==> src/rtl/button_debouncer_pkg.sv <==
// -----------------------------------------------------------------------------
// button_pkg
// Shared types and default constants for the push-button debouncer slice.
// Contents:
//   deb_state_t          per-channel debounce state (STABLE / SETTLING)
//   SYNC_STAGES          depth of the input synchroniser chain
//   DEF_*                default parameter values (100 MHz board timing)
// -----------------------------------------------------------------------------
package button_pkg;

   typedef enum logic {
      STABLE   = 1'b0,
      SETTLING = 1'b1
   } deb_state_t;

   localparam int SYNC_STAGES         = 2;
   localparam int DEF_N_BUT           = 2;
   localparam int DEF_DEBOUNCE_CYCLES = 100000;    // 1 ms at 100 MHz
   localparam int DEF_CNT_W           = 17;
   localparam int DEF_LONG_CYCLES     = 50000000;  // 0.5 s at 100 MHz

endpackage

==> src/rtl/button_debouncer_if.sv <==
// -----------------------------------------------------------------------------
// button_debouncer_if
// Bundles the raw button pins and the conditioned outputs of the debouncer.
// Signals (all N_BUT wide, one bit per channel):
//   BUT            raw pins, active-low, asynchronous to clk
//   level          debounced state, active-high
//   press          one-cycle pulse on an accepted press
//   release_pulse  one-cycle pulse on an accepted release
//                  (release is a reserved word in SystemVerilog)
//   long_press     one-cycle pulse after a sustained hold
// Modports:
//   master  board / consumer side: drives BUT, observes the outputs
//   slave   debouncer side: samples BUT, drives the outputs
// -----------------------------------------------------------------------------
interface button_debouncer_if #(
   parameter int N_BUT = 2
);

   logic [N_BUT-1:0] BUT;
   logic [N_BUT-1:0] level;
   logic [N_BUT-1:0] press;
   logic [N_BUT-1:0] release_pulse;
   logic [N_BUT-1:0] long_press;

   modport master (
      output BUT,
      input  level,
      input  press,
      input  release_pulse,
      input  long_press
   );

   modport slave (
      input  BUT,
      output level,
      output press,
      output release_pulse,
      output long_press
   );

endinterface

==> src/rtl/button_debouncer_channel.sv <==
// -----------------------------------------------------------------------------
// debounce_channel
// One button channel: synchroniser, debounce FSM with stability counter and,
// when LONG_PRESS_EN is defined, a saturating hold counter for long_press.
// Ports:
//   clk            system clock
//   reset_n        asynchronous active-low reset
//   but            raw pin, active-low, asynchronous to clk
//   level          debounced state, active-high
//   press          one-cycle pulse when a press is accepted
//   release_pulse  one-cycle pulse when a release is accepted
//   long_press     one-cycle pulse LONG_CYCLES after press (0 without macro)
// Macro: LONG_PRESS_EN enables the hold counter and LONG_CYCLES parameter.
// -----------------------------------------------------------------------------
module debounce_channel
   import button_pkg::*;
#(
   parameter int DEBOUNCE_CYCLES = DEF_DEBOUNCE_CYCLES,
   parameter int CNT_W           = DEF_CNT_W
`ifdef LONG_PRESS_EN
   ,
   parameter int LONG_CYCLES     = DEF_LONG_CYCLES
`endif
) (
   input  logic clk,
   input  logic reset_n,
   input  logic but,
   output logic level,
   output logic press,
   output logic release_pulse,
   output logic long_press
);

   localparam logic [CNT_W-1:0] ACCEPT_AT = CNT_W'(DEBOUNCE_CYCLES - 1);

   logic [SYNC_STAGES-1:0] sync;
   logic                   s;
   deb_state_t             state;
   logic [CNT_W-1:0]       cnt;

   // Synchroniser resets to the released pin level (1).
   always_ff @(posedge clk or negedge reset_n) begin
      if (!reset_n) begin
         sync <= '1;
      end else begin
         sync <= {sync[SYNC_STAGES-2:0], but};
      end
   end

   assign s = ~sync[SYNC_STAGES-1];

   // The accept test comes before the increment, so cnt tops out at
   // DEBOUNCE_CYCLES-1 and never wraps.
   always_ff @(posedge clk or negedge reset_n) begin
      if (!reset_n) begin
         state         <= STABLE;
         cnt           <= '0;
         level         <= 1'b0;
         press         <= 1'b0;
         release_pulse <= 1'b0;
      end else begin
         press         <= 1'b0;
         release_pulse <= 1'b0;
         case (state)
            STABLE: begin
               if (s != level) begin
                  state <= SETTLING;
                  cnt   <= CNT_W'(1);
               end
            end
            SETTLING: begin
               if (s == level) begin
                  state <= STABLE;
                  cnt   <= '0;
               end else if (cnt == ACCEPT_AT) begin
                  level         <= ~level;
                  press         <= ~level;
                  release_pulse <= level;
                  state         <= STABLE;
                  cnt           <= '0;
               end else begin
                  cnt <= cnt + 1'b1;
               end
            end
            default: begin
               state <= STABLE;
               cnt   <= '0;
            end
         endcase
      end
   end

`ifdef LONG_PRESS_EN
   localparam int               HOLD_W   = $clog2(LONG_CYCLES + 1);
   localparam logic [HOLD_W-1:0] HOLD_MAX = HOLD_W'(LONG_CYCLES);

   logic [HOLD_W-1:0] hold_cnt;

   // level is still 0 on the press edge, so the counter starts from zero
   // for every new press; saturation at HOLD_MAX gives one pulse per press.
   always_ff @(posedge clk or negedge reset_n) begin
      if (!reset_n) begin
         hold_cnt   <= '0;
         long_press <= 1'b0;
      end else begin
         long_press <= 1'b0;
         if (!level) begin
            hold_cnt <= '0;
         end else if (hold_cnt != HOLD_MAX) begin
            hold_cnt   <= hold_cnt + 1'b1;
            long_press <= (hold_cnt == HOLD_MAX - 1'b1);
         end
      end
   end
`else
   assign long_press = 1'b0;
`endif

endmodule

==> src/rtl/button_debouncer.sv <==
// -----------------------------------------------------------------------------
// button_debouncer
// Conditions the board push-buttons: synchronises the raw active-low pins
// into clk and filters contact bounce, one independent channel per button.
// Ports:
//   clk      system clock
//   reset_n  asynchronous active-low reset
//   bus      button_debouncer_if.slave (BUT in; level, press, release_pulse,
//            long_press out; all N_BUT wide)
// Macro: LONG_PRESS_EN adds the per-channel long-press hold counter.
// -----------------------------------------------------------------------------
module button_debouncer
   import button_pkg::*;
#(
   parameter int N_BUT           = DEF_N_BUT,
   parameter int DEBOUNCE_CYCLES = DEF_DEBOUNCE_CYCLES,
   parameter int CNT_W           = DEF_CNT_W
`ifdef LONG_PRESS_EN
   ,
   parameter int LONG_CYCLES     = DEF_LONG_CYCLES
`endif
) (
   input  logic              clk,
   input  logic              reset_n,
   button_debouncer_if.slave bus
);

   logic [N_BUT-1:0] level_w;
   logic [N_BUT-1:0] press_w;
   logic [N_BUT-1:0] release_w;
   logic [N_BUT-1:0] long_w;

   for (genvar i = 0; i < N_BUT; i++) begin : g_ch
      debounce_channel #(
         .DEBOUNCE_CYCLES (DEBOUNCE_CYCLES),
         .CNT_W           (CNT_W)
`ifdef LONG_PRESS_EN
         ,
         .LONG_CYCLES     (LONG_CYCLES)
`endif
      ) u_ch (
         .clk           (clk),
         .reset_n       (reset_n),
         .but           (bus.BUT[i]),
         .level         (level_w[i]),
         .press         (press_w[i]),
         .release_pulse (release_w[i]),
         .long_press    (long_w[i])
      );
   end

   assign bus.level         = level_w;
   assign bus.press         = press_w;
   assign bus.release_pulse = release_w;
   assign bus.long_press    = long_w;

endmodule

==> src/flat_wrapper.sv <==
// flat-port wrapper written by rule: the top's interface ports become plain ports
module button_debouncer_flat import button_pkg::*;
#(
   parameter int N_BUT           = DEF_N_BUT,
   parameter int DEBOUNCE_CYCLES = DEF_DEBOUNCE_CYCLES,
   parameter int CNT_W           = DEF_CNT_W

)
  (clk, reset_n, bus_BUT, bus_level, bus_press, bus_release_pulse, bus_long_press);
  button_debouncer_if #(.N_BUT(N_BUT)) bus_i ();
  input  logic clk;
  input  logic reset_n;
  input wire logic [$bits(bus_i.BUT)-1:0] bus_BUT;
  output wire logic [$bits(bus_i.level)-1:0] bus_level;
  output wire logic [$bits(bus_i.press)-1:0] bus_press;
  output wire logic [$bits(bus_i.release_pulse)-1:0] bus_release_pulse;
  output wire logic [$bits(bus_i.long_press)-1:0] bus_long_press;
  assign bus_i.BUT = bus_BUT;
  assign bus_level = bus_i.level;
  assign bus_press = bus_i.press;
  assign bus_release_pulse = bus_i.release_pulse;
  assign bus_long_press = bus_i.long_press;
  button_debouncer #(.N_BUT(N_BUT), .DEBOUNCE_CYCLES(DEBOUNCE_CYCLES), .CNT_W(CNT_W)) u_core (.clk(clk), .reset_n(reset_n), .bus(bus_i));
endmodule
==> config.mk <==
export PLATFORM = sky130hd
export DESIGN_NAME = button_debouncer_flat
export DESIGN_NICKNAME = d
export VERILOG_FILES = /design/src/rtl/button_debouncer_pkg.sv /design/src/rtl/button_debouncer_if.sv /design/src/rtl/button_debouncer_channel.sv /design/src/rtl/button_debouncer.sv /design/src/flat_wrapper.sv
export SDC_FILE = /design/constraint.sdc
export NUM_CORES = 1
export LEC_CHECK = 0
export ABC_AREA = 1
export BUFFER_PORTS_ARGS = -buffer_cell sky130_fd_sc_hd__buf_2
export CAP_MARGIN = 20
export CORE_UTILIZATION = 55
export DETAILED_ROUTE_END_ITERATION = 10
export GPL_ROUTABILITY_DRIVEN = 0
export PLACE_DENSITY = 0.75
export SETUP_SLACK_MARGIN = 0.3
export SLEW_MARGIN = 5
export SYNTH_ARGS = -nofsm -noshare
export SYNTH_HDL_FRONTEND = slang
export SYNTH_SLANG_ARGS = --single-unit
export TNS_END_PERCENT = 50
==> constraint.sdc <==
create_clock -name clk -period 1.28 [get_ports clk]
set_input_delay 0.064 -clock clk [delete_from_list [all_inputs] [get_ports clk]]
set_output_delay 0.064 -clock clk [all_outputs]
set_load 0.01 [all_outputs]
Yosys cells after proc, flatten, opt, wreduce, memory -nomap -nowiden:

Index checks and enable logic that the tools add are counted.

* register bits: 46
* word-level logic and storage cells: 60
* output and inout port bits: 8
* input port bits: 4

* bitwise logic cells: 8
* eq/ne operators: 8
* add/sub/neg operators: 2
* reductions and logical operators: 2
* mux-type cells: 28

Operator list (number)
* $mux 17: 6
* $pmux 17 s2: 2
* $add 17x1->17 const B: 2
* $eq 17x17->1 const B: 2
* $mux 1: 18
* $not 1->1: 8
* $reduce_and 3->1: 2
* $ne 2x2->1 const B: 2
* $pmux 1 s2: 2
* $eq 1x1->1: 2
* $ne 1x1->1: 2

Depth between registers and ports, before layout:

Gate-level depths: netlist of run 1.

* word-level depth: 4
* gate-level depth with buffers: 9

Cells and area by module:

A second synthesis of run 1 with hierarchy kept.

* cells, all modules: 382
* area, all modules: 2730.1 sq um

Modules (own cells, without submodules)
* debounce_channel: area each 1365.1 sq um, times used 2, cells each 191

Worst setup path after synthesis of run 1:

OpenSTA, ideal clock, no wires.

* kind: reg-to-reg
* start: reg u_core.g_ch[1].u_ch.cnt[0]
* end: reg u_core.g_ch[1].u_ch.level
* period minus slack after synthesis: 1305 ps
* buffers on the path: 0
* library setup time: 117 ps
* data required time: 1163 ps
* cell stages (with the launch flop): 9
* slack: -25 ps
* arrival time: 1188 ps
* cell sequence: dfrtp_1 > ha_1 > nand2_1 > nor2_2 > nand2_1 > nor2_4 > nand2_4 > nand2_1 > o21ai_2

* longest elaborated chain between the ends: 2

Ends and longest elaborated chain
* start: declaration: RTL line button_debouncer_channel.sv:39 `logic [CNT_W-1:0] cnt;`
* start signal: assignment: RTL line button_debouncer_channel.sv:82 `cnt <= cnt + 1'b1;`
* $eq 17x17->1: RTL line button_debouncer_channel.sv:75 `end else if (cnt == ACCEPT_AT) begin`
* $reduce_and 3->1 (no line)
* end signal: assignment: RTL line button_debouncer_channel.sv:76 `level <= ~level;`
* end: declaration: RTL line button_debouncer_channel.sv:28 `output logic level,`

Every way passes these cells.
A chain may end at the register's enable or synchronous reset.

Worst setup path in the final report of run 1:

* start: reg u_core.g_ch[1].u_ch.cnt[5]
* end: reg u_core.g_ch[1].u_ch.level

The elaborated chain is that of the path after synthesis.

==> run metrics, run 1 <==
status=finished with violations; failing checks=negative setup slack; Max Buffers Root-to-Sink=2; switching fraction of total power=27.8%; Max-cap violations=0; Vias=2948; crit start category=flop; number of global-route vias before repair=2516; final WL=8820 um; Max H-tree Level=2; Post-DRT Antenna Nets=0; CTS buffer count=5; Final Cell Area=0.00374 mm^2; ys flop type=dfrtp_1; Site Rows=25; syn avg cell area=7.33 um^2; n_diodes=0; CP Cell Sequence=inv_2 -> nand2_1 -> nor2_2 -> nand2_2 -> nor2_4 -> nand2_4 -> nand2_2 -> o21ai_2; slowest stage cell, crit path=dfrtp_1; Clock Power Share=32.8%; gr ovfl total=0; Root Buffer=clkbuf_8; Vias per Instance=5.74; Buffers & Inverters on Critical Path=1; dpl ws=-0.110 ns; sequential share of power=54.8%; final worst slack=-0.212 ns; CTS tree=done; Yosys reg bits=46; FMAX=670 MHz; Die ar.=0.00538 mm^2; initial antenna violation count=0; kind of critical path=flop to flop; CP Data Arrival Time=1.69 ns; Critical Path Max Stage Delay=0.48 ns; final hold slack=0.235 ns; clk_lat worst skew=0.31 ns; largest net degree at the start of global routing=23; global-route wire length before repair=11800 um; share of the synthesized area in the top cell type=37.6%; commonest non-fill, non-tap cells in the layout=nand2_1, buf_4, dfrtp_1, inv_1, nor2_1; GRT Total Usage=28.7%; share of layout cells above drive strength 1=40.3%; CP delay by family, top=simple AND/OR/NAND/NOR gates; Syn. warnings=0; clock-pin transition on the worst setup and hold timing paths=0.10 ns; Reg2Reg Depth=8; Tcrit/Tclk final=117%; IO Pins=12; drc violations=0; endpoint class of the critical path=flop; worst min path class=input pin to asynchronous set/reset pin; Cell Area, Placed=0.00317 mm^2; Leakage=1.78 nW; Fillers=292; final setup violation count=41; I/O Buffers=9; First-pass DRT Iterations=5; Post-Syn Instances=382; P_sw=0.781 mW; RSZ-0062 raised after global routing=true; CP dominant cell by count=nand2_2; Worst Path Required=1.48 ns; cell taking the most area after synthesis=dfrtp_1; Die Span Y=73.3 um; Final Hold Viols=0; combinational power share=12.5%; HPWL after detailed placement=4630 um; post-layout min period=1.49 ns; CP Depth=8; Area growth syn-to-layout=33.8%; total clock sinks=46; P per Cell Area=751 mW/mm^2; synthesized area=0.00280 mm^2; die width=73.3 um; Synth async-reset ratio=100%; Initial DRC Count=321; Final Power=2.81 mW; core area=0.00482 mm^2; library cells used by synthesis=29; P_int=2.03 mW; routed len/inst=17.2 um; Starting Density=58.1%; Final Max Tran Viols=0; Post-synth EDFFs=0; clock skew=0.0122 ns; Seq/Total Area, Yosys=41.3%; largest cells by area after synthesis=dfrtp_1, nand2_1, nand3_1, inv_1, nor2_1; worst IR drop on VDD=0.616 mV; Layout Nets=452; commonest non-fill, non-tap cell in the layout=nand2_1; critical-path maximum fanout=5
==> sequential cells by signal, indices dropped and copies added (netlist names) <==
register,flops
u_core.g_ch.u_ch.state,2
u_core.g_ch.u_ch.level,2
u_core.g_ch.u_ch.cnt,34
u_core.g_ch.u_ch.release_pulse,2
u_core.g_ch.u_ch.press,2
u_core.g_ch.u_ch.sync,4
==> final timing paths <==
check | from | to | slack (ns)
min in group clk | u_core.g_ch[1].u_ch.sync[0]$_DFF_PN1_ | u_core.g_ch[1].u_ch.sync[1]$_DFF_PN1_ | 0.35
setup / recovery | u_core.g_ch[1].u_ch.cnt[5]$_DFFE_PN0P_ | u_core.g_ch[1].u_ch.level$_DFFE_PN0P_ | -0.21
hold / removal | reset_n | u_core.g_ch[1].u_ch.cnt[4]$_DFFE_PN0P_ | 0.24
setup reg to reg | u_core.g_ch[1].u_ch.cnt[5]$_DFFE_PN0P_ | u_core.g_ch[1].u_ch.level$_DFFE_PN0P_ | -0.21
hold reg to reg | u_core.g_ch[1].u_ch.sync[0]$_DFF_PN1_ | u_core.g_ch[1].u_ch.sync[1]$_DFF_PN1_ | 0.35
max in group asynchronous | reset_n | u_core.g_ch[0].u_ch.sync[0]$_DFF_PN1_ | 0.47
==> through the flow <==
stage / cells / setup TNS (ns) / util (%)
global route: 514 / -6.71 / 77.7
finish: 514 / -4.33 / 77.7
detailed placement: 484 / -1.68 / 65.7
global placement: 484 / -0.693 / 65.7
CTS: 507 / -0.396 / 73.5
floorplan: 383 / 0 / -
==> cell type report <==
cell class / count / area [um^2] / area share (%)
Clock inverter: 3 / 21.3 / 0.568
Multi-Input combinational cell: 282 / 1680 / 45.0
Sequential cell: 46 / 1160 / 31.1
Clock buffer: 5 / 68.8 / 1.84
Tap cell: 67 / 83.8 / 2.24
Timing Repair Buffer: 67 / 557 / 14.9
Inverter: 44 / 165 / 4.41
==> power by group through the flow <==
stage	Combinational (mW)	Sequential, mW	Clock (mW)
2_1_floorplan	0.115	1.55	0
3_3_place_gp	0.226	1.55	0
3_5_place_dp	0.235	1.55	0
4_1_cts	0.291	1.53	0.928
5_1_grt	0.372	1.54	1.01
6_report	0.351	1.54	0.921
==> kinds of logic after synthesis <==
family | share of synthesized area, %
AO/OA/AOI/OAI | 6.12
adder cells (fa/ha/maj) | 0.894
AND/OR/NAND/NOR | 40.1
XOR/XNOR | 2.82
buffers and inverters | 8.58
other | 0.134
flip-flops | 41.3
==> per-layer routing <==
layer | vias up | wire length (um) | global-route usage, %
li1 | 1330 | - | -
met1 | 1376 | 3480 | 38.5
met2 | 198 | 4170 | 48.3
met3 | 44 | 823 | 4.80
met4 | 0 | 350 | 7.26
met5 | - | 0 | 0
==> timing repair <==
| item | in CTS | in global routing |
|---|---|---|
| hold buffers | 3 | 0 |
| setup buffers | 12 | 7 |
| hold endpoints to repair | 37 | 0 |
| endpoints found under the setup margin | 42 | 44 |
| pin swaps | 15 | 16 |
| gates resized for setup | 43 | 46 |
==> Yosys cell counts (3+ instances only) <==
cell type,n
nand2_1,120
dfrtp_1,42
inv_1,40
nor2_1,40
nand3_1,35
o21ai_1,14
nand4_1,10
buf_4,8
nand2_2,8
nor2_4,8
xor2_1,8
o21ai_0,7
nand2_4,6
dfstp_2,4
inv_2,4
nor2_2,4
o21bai_1,4
buf_2,3
Note: power is estimated with default switching activity, not from simulation.
==> inputs of run 2 (changes only) <==
==> constraint.sdc (replaced) <==
create_clock -name clk -period 1.28 [get_ports clk]
set_input_delay 0.064 -clock clk [delete_from_list [all_inputs] [get_ports clk]]
set_output_delay 0.064 -clock clk [all_outputs]
set_load 0.005 [all_outputs]
==> run 2 against run 1 <==
The flow still finishes with violations (negative setup slack). Combinational power is essentially flat. Flip-flop and latch count is the same. Register-to-register slack lost 0.05 ns. Non-clock buffer count shrank 1.
==> run metrics, run 2 (synthesis results as in run 1) <==
switching fraction of total power=27.9% (was 27.8%); number of global-route vias before repair=2542 (was 2516); global-route wire length before repair=11800 um (about the same); Final Hold Viols=0 (unchanged); DR WL met2=4110 um (was 4170 um); endpoint class of the critical path=flop (unchanged); Max H-tree Level=2 (unchanged); Starting Density=58.1% (unchanged); CTS tree=done (unchanged); routed len/inst=16.7 um (was 17.2 um); core area=0.00482 mm^2 (unchanged); Final Max Tran Viols=0 (unchanged); clock skew=0.0133 ns (was 0.0122 ns); Final Power=2.82 mW (was 2.81 mW); HPWL after detailed placement=4630 um (unchanged); final WL=8590 um (was 8820 um); post-layout min period=1.54 ns (was 1.49 ns); Initial DRC Count=307 (was 321); First-pass DRT Iterations=5 (unchanged); final hold slack=0.193 ns (was 0.235 ns); Biggest register=u_core.g_ch.u_ch.cnt (unchanged); Vias=2941 (was 2948); FMAX=650 MHz (was 670 MHz); Top Layer Used=met5 (was met4); CTS buffer count=5 (unchanged); die width=73.3 um (unchanged); Site Rows=25 (unchanged); clk_lat worst skew=0.31 ns (about the same); Max Buffers Root-to-Sink=2 (unchanged); worst IR drop on VDD=0.596 mV (was 0.616 mV); metal3 WL=821 um (was 823 um); drc violations=0 (unchanged); Die ar.=0.00538 mm^2 (unchanged); sequential share of power=54.5% (was 54.8%); Fillers=302 (was 292); biggest regs=u_core.g_ch.u_ch.cnt x34, u_core.g_ch.u_ch.sync x4 (unchanged); I/O Buffers=9 (unchanged); Area growth syn-to-layout=32.9% (was 33.8%); Die Span Y=73.3 um (unchanged); P_int=2.03 mW (about the same); status=finished with violations (unchanged); worst min path class=input pin to asynchronous set/reset pin (unchanged); commonest non-fill, non-tap cells in the layout=nand2_1, buf_4, dfrtp_1, inv_1, nor2_1 (unchanged); combinational power share=12.5% (about the same); crit start category=flop (unchanged); commonest non-fill, non-tap cell in the layout=nand2_1 (unchanged); GRT Total Usage=28.8% (was 28.7%); max FFs per register=34 (unchanged); final worst slack=-0.260 ns (was -0.212 ns); Reg2Reg Depth=7 (was 8); Vias per Instance=5.73 (was 5.74); Clock Power Share=32.9% (was 32.8%); gr ovfl total=0 (unchanged); total clock sinks=46 (unchanged); RSZ-0062 raised after global routing=true (unchanged); n_diodes=0 (unchanged); Final Cell Area=0.00372 mm^2 (was 0.00374 mm^2); critical-path maximum fanout=4 (was 5); kind of critical path=flop to flop (unchanged); Tcrit/Tclk final=120% (was 117%); clock-pin transition on the worst setup and hold timing paths=0.10 ns (about the same); Worst Path Required=1.49 ns (was 1.48 ns); Layout Nets=451 (was 452); CP Data Arrival Time=1.75 ns (was 1.69 ns); Cell Area, Placed=0.00317 mm^2 (unchanged); final setup violation count=40 (was 41); dpl ws=-0.110 ns (unchanged); IO Pins=12 (unchanged); initial antenna violation count=1 (was 0); largest net degree at the start of global routing=23 (unchanged); Final Core Density=77.2% (was 77.7%); Met1 Routed Length=3350 um (was 3480 um); Leakage=1.78 nW (about the same); P_sw=0.788 mW (was 0.781 mW); Root Buffer=clkbuf_8 (unchanged); share of layout cells above drive strength 1=38.8% (was 40.3%); Post-DRT Antenna Nets=0 (unchanged); P per Cell Area=758 mW/mm^2 (was 751 mW/mm^2); Max-cap violations=0 (unchanged); failing checks=negative setup slack (unchanged)
## run 2: cell count changes in the layout (fill, tap and decap cells not counted), moves of 2 or more
cell     change
nand2_2      -4
buf_4        -3
nand2_1      +3
buf_6        +2
nor2_4       -2
o21ai_1      +2
o21ai_2      -2
## run 2: timing repair
item	in CTS	in global routing
resized for setup	42	41
setup endpoints to repair	42	44
gates cloned	0	0
setup buffers	12	6
endpoints found under the hold margin	37	0
pin swaps	15	12
hold buffers	3	0
## run 2: power groups by stage
| stage | clock network, mW | logic [mW] | registers, mW |
|---|---|---|---|
| CTS | 0.928 | 0.290 | 1.53 |
| detailed placement | 0 | 0.233 | 1.55 |
| finish | 0.929 | 0.354 | 1.54 |
| global route | 1.01 | 0.373 | 1.54 |
| floorplan | 0 | 0.113 | 1.55 |
| global placement | 0 | 0.224 | 1.55 |
## run 2: through the flow
step | setup TNS (ns) | cells
4_1_cts | -0.396 | 507
3_5_place_dp | -1.68 | 484
6_report | -3.82 | 513
2_1_floorplan | 0 | 383
5_1_grt | -6.25 | 513
3_3_place_gp | -0.693 | 484
## run 2: cell type report
class	instances	area, um^2	area share, %
repair buffers	66	557	15.0
multi-input cells	282	1660	44.6
clock inverters	3	21.3	0.572
well taps	67	83.8	2.25
flip-flops and latches	46	1160	31.3
inverters	44	165	4.44
clock buffers	5	68.8	1.85
## run 2: path summary, 6_finish.rpt
check / startpoint / end / slack, ns
max: u_core.g_ch[1].u_ch.cnt[1]$_DFFE_PN0P_ / u_core.g_ch[1].u_ch.level$_DFFE_PN0P_ / -0.26
min: reset_n / u_core.g_ch[1].u_ch.level$_DFFE_PN0P_ / 0.19
max reg2reg: u_core.g_ch[1].u_ch.cnt[1]$_DFFE_PN0P_ / u_core.g_ch[1].u_ch.level$_DFFE_PN0P_ / -0.26
min reg2reg: u_core.g_ch[1].u_ch.sync[0]$_DFF_PN1_ / u_core.g_ch[1].u_ch.sync[1]$_DFF_PN1_ / 0.35
max in group asynchronous: reset_n / u_core.g_ch[0].u_ch.sync[1]$_DFF_PN1_ / 0.51
min in group clk: u_core.g_ch[1].u_ch.sync[0]$_DFF_PN1_ / u_core.g_ch[1].u_ch.sync[1]$_DFF_PN1_ / 0.35
## run 2: layer usage
layer | track usage [%] | up-vias
met5 | 0 | -
met4 | 8.55 | 2
met3 | 5.08 | 50
met2 | 48.3 | 201
met1 | 38.2 | 1368
li1 | - | 1320
## run 2: worst max-delay path, stage by stage, from the launching register on
cell and delay, ns:
dfrtp_1 0.43, ha_4 0.20, nand2_4 0.06, nor2_4 0.10
nand2_2 0.08, nor2_4 0.20, nand2_4 0.12, o21ai_2 0.24
==> inputs of run 3 (changes only) <==
Settings changed: CORE_MARGIN from default to 2.
==> run 3 against run 2 <==
The run still ends with negative setup slack left. Final cell count did not move. Global-route usage down 2.4 points. Combinational power down 13%. Clock-buffer cell count unchanged. Clock skew is 0.0072 ns lower. First-iteration DRC count decreased by 7.5%. Via count is 3.4% lower. Total power rose by 12%. Sequential power is essentially flat. Critical path depth rose by 1. Sequential share of layout area up 0.24 points. Critical path type unchanged. Largest power group unchanged. Highest routed layer is now met4.
==> run metrics, run 3 (synthesis results as in run 1) <==
CP Depth=8 (was 7); FMAX=698 MHz (was 650 MHz); Multi-input gate area=0.00161 mm^2 (was 0.00166 mm^2); Final Power=3.17 mW (was 2.82 mW); Initial DRC Count=284 (was 307); Final Core Density=76.7% (was 77.2%); timing startpoint of the critical path=u_core.g_ch[1].u_ch.cnt[0]$_DFFE_PN0P_ (was u_core.g_ch[1].u_ch.cnt[1]$_DFFE_PN0P_); slowest stage cell, crit path=dfrtp_1 (unchanged); endpoint class of the critical path=flop (unchanged); area taken by flip-flops and latches=0.00116 mm^2 (about the same); Die Span Y=75.3 um (was 73.3 um); Final Hold Viols=0 (unchanged); number of global-route vias before repair=2518 (was 2542); P per Cell Area=858 mW/mm^2 (was 758 mW/mm^2); I/O Buffers=9 (unchanged); max FFs per register=34 (unchanged); Post-DRT Antenna Nets=0 (unchanged); final hold slack=0.261 ns (was 0.193 ns); Starting Density=58.1% (unchanged); kind of critical path=flop to flop (unchanged); CTS buffer count=5 (unchanged); Final Max Tran Viols=0 (unchanged); crit start category=flop (unchanged); First-pass DRT Iterations=5 (unchanged); n_diodes=0 (unchanged); Reg2Reg Depth=8 (was 7); FF-to-FF Start=u_core.g_ch[1].u_ch.cnt[0]$_DFFE_PN0P_ (was u_core.g_ch[1].u_ch.cnt[1]$_DFFE_PN0P_); share of layout cells above drive strength 1=38.6% (was 38.8%); Tcrit/Tclk final=112% (was 120%); worst min path class=input pin to asynchronous set/reset pin (unchanged); largest net degree at the start of global routing=47 (was 23); final worst slack=-0.152 ns (was -0.260 ns); Max Buffers Root-to-Sink=2 (unchanged); GRT Total Usage=26.4% (was 28.8%); global-route wire length before repair=11400 um (was 11800 um); Buffers & Inverters on Critical Path=1 (was 0); final setup violation count=40 (unchanged); IO Pins=12 (unchanged); gr ovfl total=0 (unchanged); worst IR drop on VDD=0.556 mV (was 0.596 mV); commonest non-fill, non-tap cell in the layout=nand2_1 (unchanged); Biggest register=u_core.g_ch.u_ch.cnt (unchanged); commonest non-fill, non-tap cells in the layout=nand2_1, buf_4, inv_1, dfrtp_1, nor2_1 (was nand2_1, buf_4, dfrtp_1, inv_1, nor2_1); biggest regs=u_core.g_ch.u_ch.cnt x34, u_core.g_ch.u_ch.sync x4 (unchanged); HPWL after detailed placement=4520 um (was 4630 um); clk_lat worst skew=0.31 ns (about the same); total clock sinks=46 (unchanged); routed len/inst=15.7 um (was 16.7 um); RSZ-0062 raised after global routing=true (unchanged); post-layout min period=1.43 ns (was 1.54 ns); Max H-tree Level=2 (unchanged); Critical Path Max Stage Delay=0.43 ns (about the same); Worst Path Required=1.47 ns (was 1.49 ns); die width=75.3 um (was 73.3 um); core area=0.00482 mm^2 (unchanged); clock-pin transition on the worst setup and hold timing paths=0.09 ns (was 0.10 ns); failing checks=negative setup slack (unchanged); initial antenna violation count=0 (was 1); Area growth syn-to-layout=32.0% (was 32.9%); crit path to=u_core.g_ch[1].u_ch.cnt[6]$_DFFE_PN0P_ (was u_core.g_ch[1].u_ch.level$_DFFE_PN0P_); Root Buffer=clkbuf_8 (unchanged); drc violations=0 (unchanged); Leakage=1.76 nW (was 1.78 nW); CP Data Arrival Time=1.62 ns (was 1.75 ns); final WL=8050 um (was 8590 um); CP Cell Sequence=ha_4 -> nand2_4 -> nor2_4 -> inv_2 -> nor2_4 -> nand2_2 -> nand2_4 -> o22ai_1 (was ha_4 -> nand2_4 -> nor2_4 -> nand2_2 -> nor2_4 -> nand2_4 -> o21ai_2); Site Rows=25 (unchanged); Vias=2841 (was 2941); Fillers=309 (was 302); clock skew=0.00607 ns (was 0.0133 ns); Layout Nets=451 (unchanged); CP delay by family, top=simple AND/OR/NAND/NOR gates (unchanged); r2r setup slk=-0.15 ns (was -0.26 ns); Max-cap violations=0 (unchanged); Vias per Instance=5.54 (was 5.73); CTS tree=done (unchanged); Total Neg Setup Slack=-3.55 ns (was -3.82 ns); critical-path maximum fanout=8 (was 4); status=finished with violations (unchanged); worst r2r dst=u_core.g_ch[1].u_ch.cnt[6]$_DFFE_PN0P_ (was u_core.g_ch[1].u_ch.level$_DFFE_PN0P_); Die ar.=0.00568 mm^2 (was 0.00538 mm^2)
-- run 3: cell count changes in the layout (fill, tap and decap cells not counted), moves of 2 or more --
cell / delta
nor2_4: -2
nor2_2: +2
bufinv_16: +2
o21ai_0: +2
buf_4: +4
nand3_1: +3
nand2_4: -3
o21ai_1: -3
nand2_2: +4
buf_6: -5
nand3_2: -2
-- run 3: worst min-delay path by stage --
stage / start / endpoint / slack, ns
6_report: reset_n / u_core.g_ch[0].u_ch.cnt[5]$_DFFE_PN0P_ / 0.26
5_1_grt: reset_n / u_core.g_ch[0].u_ch.cnt[5]$_DFFE_PN0P_ / 0.30
4_1_cts: reset_n / u_core.g_ch[1].u_ch.cnt[11]$_DFFE_PN0P_ / 0.27
3_5_place_dp: reset_n / u_core.g_ch[0].u_ch.cnt[10]$_DFFE_PN0P_ / 0.07
3_3_place_gp: reset_n / u_core.g_ch[0].u_ch.cnt[14]$_DFFE_PN0P_ / 0.06
2_1_floorplan: reset_n / u_core.g_ch[0].u_ch.cnt[0]$_DFFE_PN0P_ / -0.23
-- run 3: layout make-up --
type / count / share of cell area, %
flip-flops and latches: 46 / 31.5
clock buffers: 5 / 1.86
multi-input cells: 282 / 43.5
well taps: 67 / 2.27
inverters: 44 / 4.47
repair buffers: 66 / 14.5
clock inverters: 3 / 1.86
-- run 3: timing repair --
action / CTS / global route
endpoints found under the setup margin: 42 / 44
endpoints found under the hold margin: 48 / 0
hold buffers: 3 / 0
buffers inserted: 12 / 6
cloned: 0 / 0
gates resized for setup: 25 / 43
pin swaps: 16 / 16
-- run 3: where the power goes --
part | internal, mW | switching [mW] | total [mW]
registers | 1.49 | 0.0436 | 1.53
logic | 0.135 | 0.173 | 0.308
clock network | 0.783 | 0.546 | 1.33
total | 2.41 | 0.762 | 3.17
-- run 3: per-layer routing --
| metal | vias to the layer above | wire length [um] | global-route usage, % |
|---|---|---|---|
| met2 | 139 | 3970 | 43.6 |
| met1 | 1357 | 3380 | 35.5 |
| met4 | 0 | 207 | 7.99 |
| met5 | - | 0 | 0 |
| li1 | 1315 | - | - |
| met3 | 30 | 488 | 4.89 |
-- run 3: worst register-to-register path: stages (launching register included) --
cell,delay (ns)
dfrtp_1,0.43
ha_4,0.19
nand2_4,0.06
nor2_4,0.11
inv_2,0.07
nor2_4,0.12
nand2_2,0.08
nand2_4,0.15
o22ai_1,0.10
-- run 3: stage by stage --
stage,cells,instance area (um^2),setup WS (ns)
6_report,513,3690,-0.152
3_5_place_dp,484,3180,-0.0884
4_1_cts,507,3520,-0.0649
3_3_place_gp,484,3180,-0.0697
2_1_floorplan,383,2820,0.0432
5_1_grt,513,3690,-0.230
